### config.mk
export PLATFORM = sky130hd
export DESIGN_NAME = serial_sub8
export DESIGN_NICKNAME = d
export VERILOG_FILES = /design/src/rtl/serial_sub8.sv
export SDC_FILE = /design/constraint.sdc
export NUM_CORES = 1
export LEC_CHECK = 0
export BUFFER_PORTS_ARGS = -buffer_cell sky130_fd_sc_hd__buf_2
export CAP_MARGIN = 5
export CORE_MARGIN = 2
export CORE_UTILIZATION = 30
export DETAILED_ROUTE_END_ITERATION = 12
export PLACE_DENSITY = 0.48
export SLEW_MARGIN = 15
export SYNTH_ARGS = -nofsm -noshare
export SYNTH_HDL_FRONTEND = slang
export SYNTH_SLANG_ARGS = --single-unit
export TNS_END_PERCENT = 1
### constraint.sdc
create_clock -name clk -period 2.5 [get_ports clk]
set_input_delay 0.25 -clock clk [delete_from_list [all_inputs] [get_ports clk]]
set_output_delay 0.25 -clock clk [all_outputs]
set_load 0.005 [all_outputs]
### src/rtl/serial_sub8.sv
`default_nettype none
// ============================================================================
// Module   : serial_sub8
// Brief    : Bit-serial WIDTH-bit subtractor, D = A - B - Bi, LSB first,
//            one full-subtractor cell plus shift registers, with a
//            start/ready/done handshake.
// Revision : 1.0 - initial release
// ============================================================================
module serial_sub8 #(
  parameter int WIDTH = 8
) (
  input  logic             clk,
  input  logic             rst_n,
  input  logic             start,
  input  logic [WIDTH-1:0] A,
  input  logic [WIDTH-1:0] B,
  input  logic             Bi,
  output logic             ready,
  output logic             done,
  output logic [WIDTH-1:0] D,
  output logic             Bo,
  output logic             ovf
);

  localparam int CW = (WIDTH > 2) ? $clog2(WIDTH) : 1;
  localparam logic [CW-1:0] CNT_LAST = CW'(WIDTH - 1);
  localparam logic [CW-1:0] CNT_ONE  = CW'(1);

  localparam logic [1:0] S_IDLE = 2'd0;
  localparam logic [1:0] S_RUN  = 2'd1;
  localparam logic [1:0] S_DONE = 2'd2;

  logic [1:0]       state_q, state_d;
  logic [WIDTH-1:0] a_q, a_d;        // minuend, shifted right each RUN cycle
  logic [WIDTH-1:0] b_q, b_d;        // subtrahend, shifted right each RUN cycle
  logic             br_q, br_d;      // running borrow
  logic [CW-1:0]    cnt_q, cnt_d;    // bit index being processed
  logic [WIDTH-1:0] res_q, res_d;    // partial result, filled from the MSB end
  logic             a_msb_q, a_msb_d;  // sign bits kept for the overflow test,
  logic             b_msb_q, b_msb_d;  // since the operands are shifted away
  logic [WIDTH-1:0] diff_q, diff_d;  // published result, only updated at completion
  logic             bo_q, bo_d;
  logic             ovf_q, ovf_d;

  logic w_d_bit;
  logic w_br_next;

  // Full-subtractor cell operating on the current LSBs and the borrow flop
  always_comb begin
    w_d_bit   = a_q[0] ^ b_q[0] ^ br_q;
    w_br_next = (~a_q[0] & b_q[0]) | (~(a_q[0] ^ b_q[0]) & br_q);
  end

  // Next-state logic: capture on accept, shift during RUN, publish on completion
  always_comb begin
    state_d = state_q;
    a_d     = a_q;
    b_d     = b_q;
    br_d    = br_q;
    cnt_d   = cnt_q;
    res_d   = res_q;
    a_msb_d = a_msb_q;
    b_msb_d = b_msb_q;
    diff_d  = diff_q;
    bo_d    = bo_q;
    ovf_d   = ovf_q;

    case (state_q)
      S_IDLE: begin
        if (start) begin
          a_d     = A;
          b_d     = B;
          br_d    = Bi;
          cnt_d   = '0;
          a_msb_d = A[WIDTH-1];
          b_msb_d = B[WIDTH-1];
          state_d = S_RUN;
        end
      end
      S_RUN: begin
        res_d = {w_d_bit, res_q[WIDTH-1:1]};
        a_d   = {1'b0, a_q[WIDTH-1:1]};
        b_d   = {1'b0, b_q[WIDTH-1:1]};
        br_d  = w_br_next;
        cnt_d = cnt_q + CNT_ONE;
        if (cnt_q == CNT_LAST) begin
          // The last difference bit is the result MSB, so the overflow
          // test can use it directly without waiting for res_q.
          diff_d  = {w_d_bit, res_q[WIDTH-1:1]};
          bo_d    = w_br_next;
          ovf_d   = (a_msb_q ^ b_msb_q) & (w_d_bit ^ a_msb_q);
          state_d = S_DONE;
        end
      end
      S_DONE: begin
        state_d = S_IDLE;
      end
      default: begin
        state_d = S_IDLE;
      end
    endcase
  end

  // State registers with asynchronous active-low clear
  always_ff @(posedge clk or negedge rst_n) begin
    if (!rst_n) begin
      state_q <= S_IDLE;
      a_q     <= '0;
      b_q     <= '0;
      br_q    <= 1'b0;
      cnt_q   <= '0;
      res_q   <= '0;
      a_msb_q <= 1'b0;
      b_msb_q <= 1'b0;
      diff_q  <= '0;
      bo_q    <= 1'b0;
      ovf_q   <= 1'b0;
    end else begin
      state_q <= state_d;
      a_q     <= a_d;
      b_q     <= b_d;
      br_q    <= br_d;
      cnt_q   <= cnt_d;
      res_q   <= res_d;
      a_msb_q <= a_msb_d;
      b_msb_q <= b_msb_d;
      diff_q  <= diff_d;
      bo_q    <= bo_d;
      ovf_q   <= ovf_d;
    end
  end

  // Handshake and result outputs decoded from registered state
  always_comb begin
    ready = (state_q == S_IDLE);
    done  = (state_q == S_DONE);
    D     = diff_q;
    Bo    = bo_q;
    ovf   = ovf_q;
  end

endmodule
`default_nettype wire

==> impl_results.md <==
* Status: complete, no violations
* Reg2Reg Capture Point: D[0]$_DFFE_PN0P_
* Setup TNS at 0 ps
* Post-CTS sizing at 0
* Crit share post-route at 0.652
* Final core utilization at 0.361
* Starting Density at 0.312
* Pwr Total at 2500 uW
* Syn Area/Cell at around 11 um^2
* RSZ-0062 raised after global routing: no
* Syn. warnings at 0
* DR vias at approximately 1200
* Fin crit period at around 1600 ps
* Hold-fix buffers, CTS at 0
* VDD IR max at between 0.0003 and 0.0004 V
* Die area at 6800 um^2
* Ports at 32
* LEAKAGE at between 0.001 and 0.0015 uW
* Core Area at a little under 6000 um^2
* Worst-path maximum fanout at 21
* Yosys top cell by area: dfrtp_1
* Worst path slowest cell: dfrtp_1
* Slew headroom at 0.397
* Slew @ Worst Pin at between 900 and 1000 ps
* Starting DRT DRC Count at 76
* # Post-CTS Setup Buffers at 0
* Total Routing Usage GR at 0.124
* Top area cells in the synthesized netlist: dfrtp_1 (56%), nand2_1 (8.5%), o21ai_0 (4.6%)
* CP cell instances: buf_4, nor2b_1, buf_2
* IO buf count at 31
* Area Overhead vs Synth at 15.9%
* Crit path buf inv count at 2
* Vias in the first global route at about 1200
* R2R depth at 4
* Clock-pin transition on the worst setup and hold timing paths at about 80 ps
* FFs w/ async S/R, synth at 1.00
* Std cell rows at 28
* Diodes inserted at 0
* Top-area cell type share of the netlist area at 0.556
* Fill cells at 610
* Vias/cell at 4.59
* NumNets Final at about 220
* CTS tree: yes
* Skew final at ~8 ps
* Flop2flop setup slack at approximately 1000 ps
* Initial antenna violation count at 0
* Fin. Hold Viols at 0
* Worst Setup Start Kind: register
* CTS Buf Count at 5
* Maximum clock rate at 614 MHz
* Layout cells sized above 1 at 0.281
* Main flop type after synthesis: dfrtp_1
* Critical Path AT at ~1400 ps
* Slowest stage delay, CP at 560 ps
* Final Slew Violations at 0
* DRC at 0
* Synth Cell Area at about 1800 um^2
* Detail Placement HPWL at approximately 2400 um
* Number of max-cap violations at 0
* GPL Wtd Cong at slightly above 0.7
* RR Startpoint: cnt_q[0]$_DFFE_PN0P_
* Finish-stage setup viols at 0
* Cell family with most CP delay: flip-flops
* Synthesized instance count at 166
* Die Wd at ~80 um
* Die H at about 82 um
* Worst skew pair latency at ~290 ps
* Wirelength per Cell at approximately 13 um
* Post-synth top cells: nand2_1 (42), dfrtp_1 (41), o21ai_0 (17)
* Sequential-to-total area share from yosys stat at 0.556
* Grt ovf at 0
* Crit Path Category: reg2out
* First-pass GRT wire length at 6190 um
* Most frequent cell after synthesis: nand2_1
* H-tree depth at 2
* Clock Tree Root: clkbuf_8
* Unique masters post-synth at 27
* TritonRoute pass-1 iters at 3
* ANT nets after route at 0
* Min-Delay Path Class: in2async
* Cell area power density at 1170 nW/um^2
* Clk sink count at 41
* Critical Path RT at about 2300 ps
* Longest Clk Path Bufs at 2
* Routed Wire Length at 3560 um
* Post-synth EDFFs at 0
* Largest net degree at the start of global routing at between 40 and 50
* Syn_nets at ~190
* Critical Path End Type: output pin
* Post-synthesis register bit count at 41
==> sequential cells by signal, summed over array words and instances, names as in the netlist <==
name / cells
br_q: 1
b_msb_q: 1
cnt_q: 3
state_q: 2
ovf: 1
D: 8
a_msb_q: 1
b_q: 8
a_q: 8
res_q: 7
Bo: 1
==> per-layer routing <==
| metal | part of all wire | up-vias | GRT usage |
|---|---|---|---|
| li1 | - | 622 | - |
| met2 | 0.46 | 15 | 0.184 |
| met5 | 0 | - | 0 |
| met4 | 0.021 | 0 | 0.0550 |
| met3 | 0.034 | 6 | 0.0359 |
| met1 | 0.49 | 601 | 0.169 |
==> worst max-delay path by stage <==
| stage | start | end | depth (start not counted) |
|---|---|---|---|
| finish | state_q[0]$_DFFE_PN0P_ | done | 3 |
| global route | state_q[0]$_DFFE_PN0P_ | done | 3 |
| CTS | state_q[0]$_DFFE_PN0P_ | done | 3 |
| detailed placement | state_q[0]$_DFFE_PN0P_ | b_q[2]$_DFFE_PN0P_ | 4 |
| global placement | cnt_q[0]$_DFFE_PN0P_ | D[2]$_DFFE_PN0P_ | 4 |
| floorplan | cnt_q[0]$_DFFE_PN0P_ | D[3]$_DFFE_PN0P_ | 5 |
==> cells in the final DEF (no fill, tap or decap), types with 2 or more instances in the layout <==
cell / count
a22oi_1: 11
inv_1: 5
mux2_4: 5
o21ai_0: 17
o21ai_1: 2
dfrtp_1: 41
and3b_1: 3
nand2_1: 42
buf_4: 2
a22o_1: 2
mux2_2: 5
ha_1: 2
a21oi_1: 6
buf_2: 31
clkbuf_8: 6
nor2b_1: 4
==> cell type report <==
class,instances,area (um^2),share of cell area
Clock buffer,6,82.6,0.0386
Clock inverter,2,37.5,0.0175
Inverter,5,18.8,0.00877
Multi-Input combinational cell,109,711,0.332
Sequential cell,41,1030,0.480
Tap cell,75,93.8,0.0439
Timing Repair Buffer,33,170,0.0795
==> where the power goes <==
group | leakage (uW) | internal (uW) | switching (uW)
clock | 0.0000574 | 325 | 234
combinational | 0.000481 | 403 | 415
sequential | 0.000524 | 942 | 184
total | 0.00106 | 1670 | 833
==> cell families (layout without fill, tap and decap cells) <==
kind of cell             count (synthesis)  in the layout  synth area share
AND/OR/NAND/NOR                         55             55             0.147
buffers and inverters                   16             46            0.0596
flip-flops                              41             41             0.556
multiplexers                            10             10            0.0711
AO/OA/AOI/OAI                           41             41             0.142
adder cells (fa/ha/maj)                  3              3            0.0244
==> stage by stage <==
| stage | instances | hold WS, ps | cell area (um^2) | setup slack [ps] |
|---|---|---|---|---|
| global route | 271 | 159 | 2140 | 764 |
| CTS | 271 | 112 | 2140 | 849 |
| floorplan | 166 | -45.6 | 1850 | 1070 |
| global placement | 263 | 444 | 2020 | 1030 |
| finish | 271 | 82.9 | 2140 | 871 |
| detailed placement | 263 | 432 | 2020 | 993 |
Power figures use the tool's default switching activity.
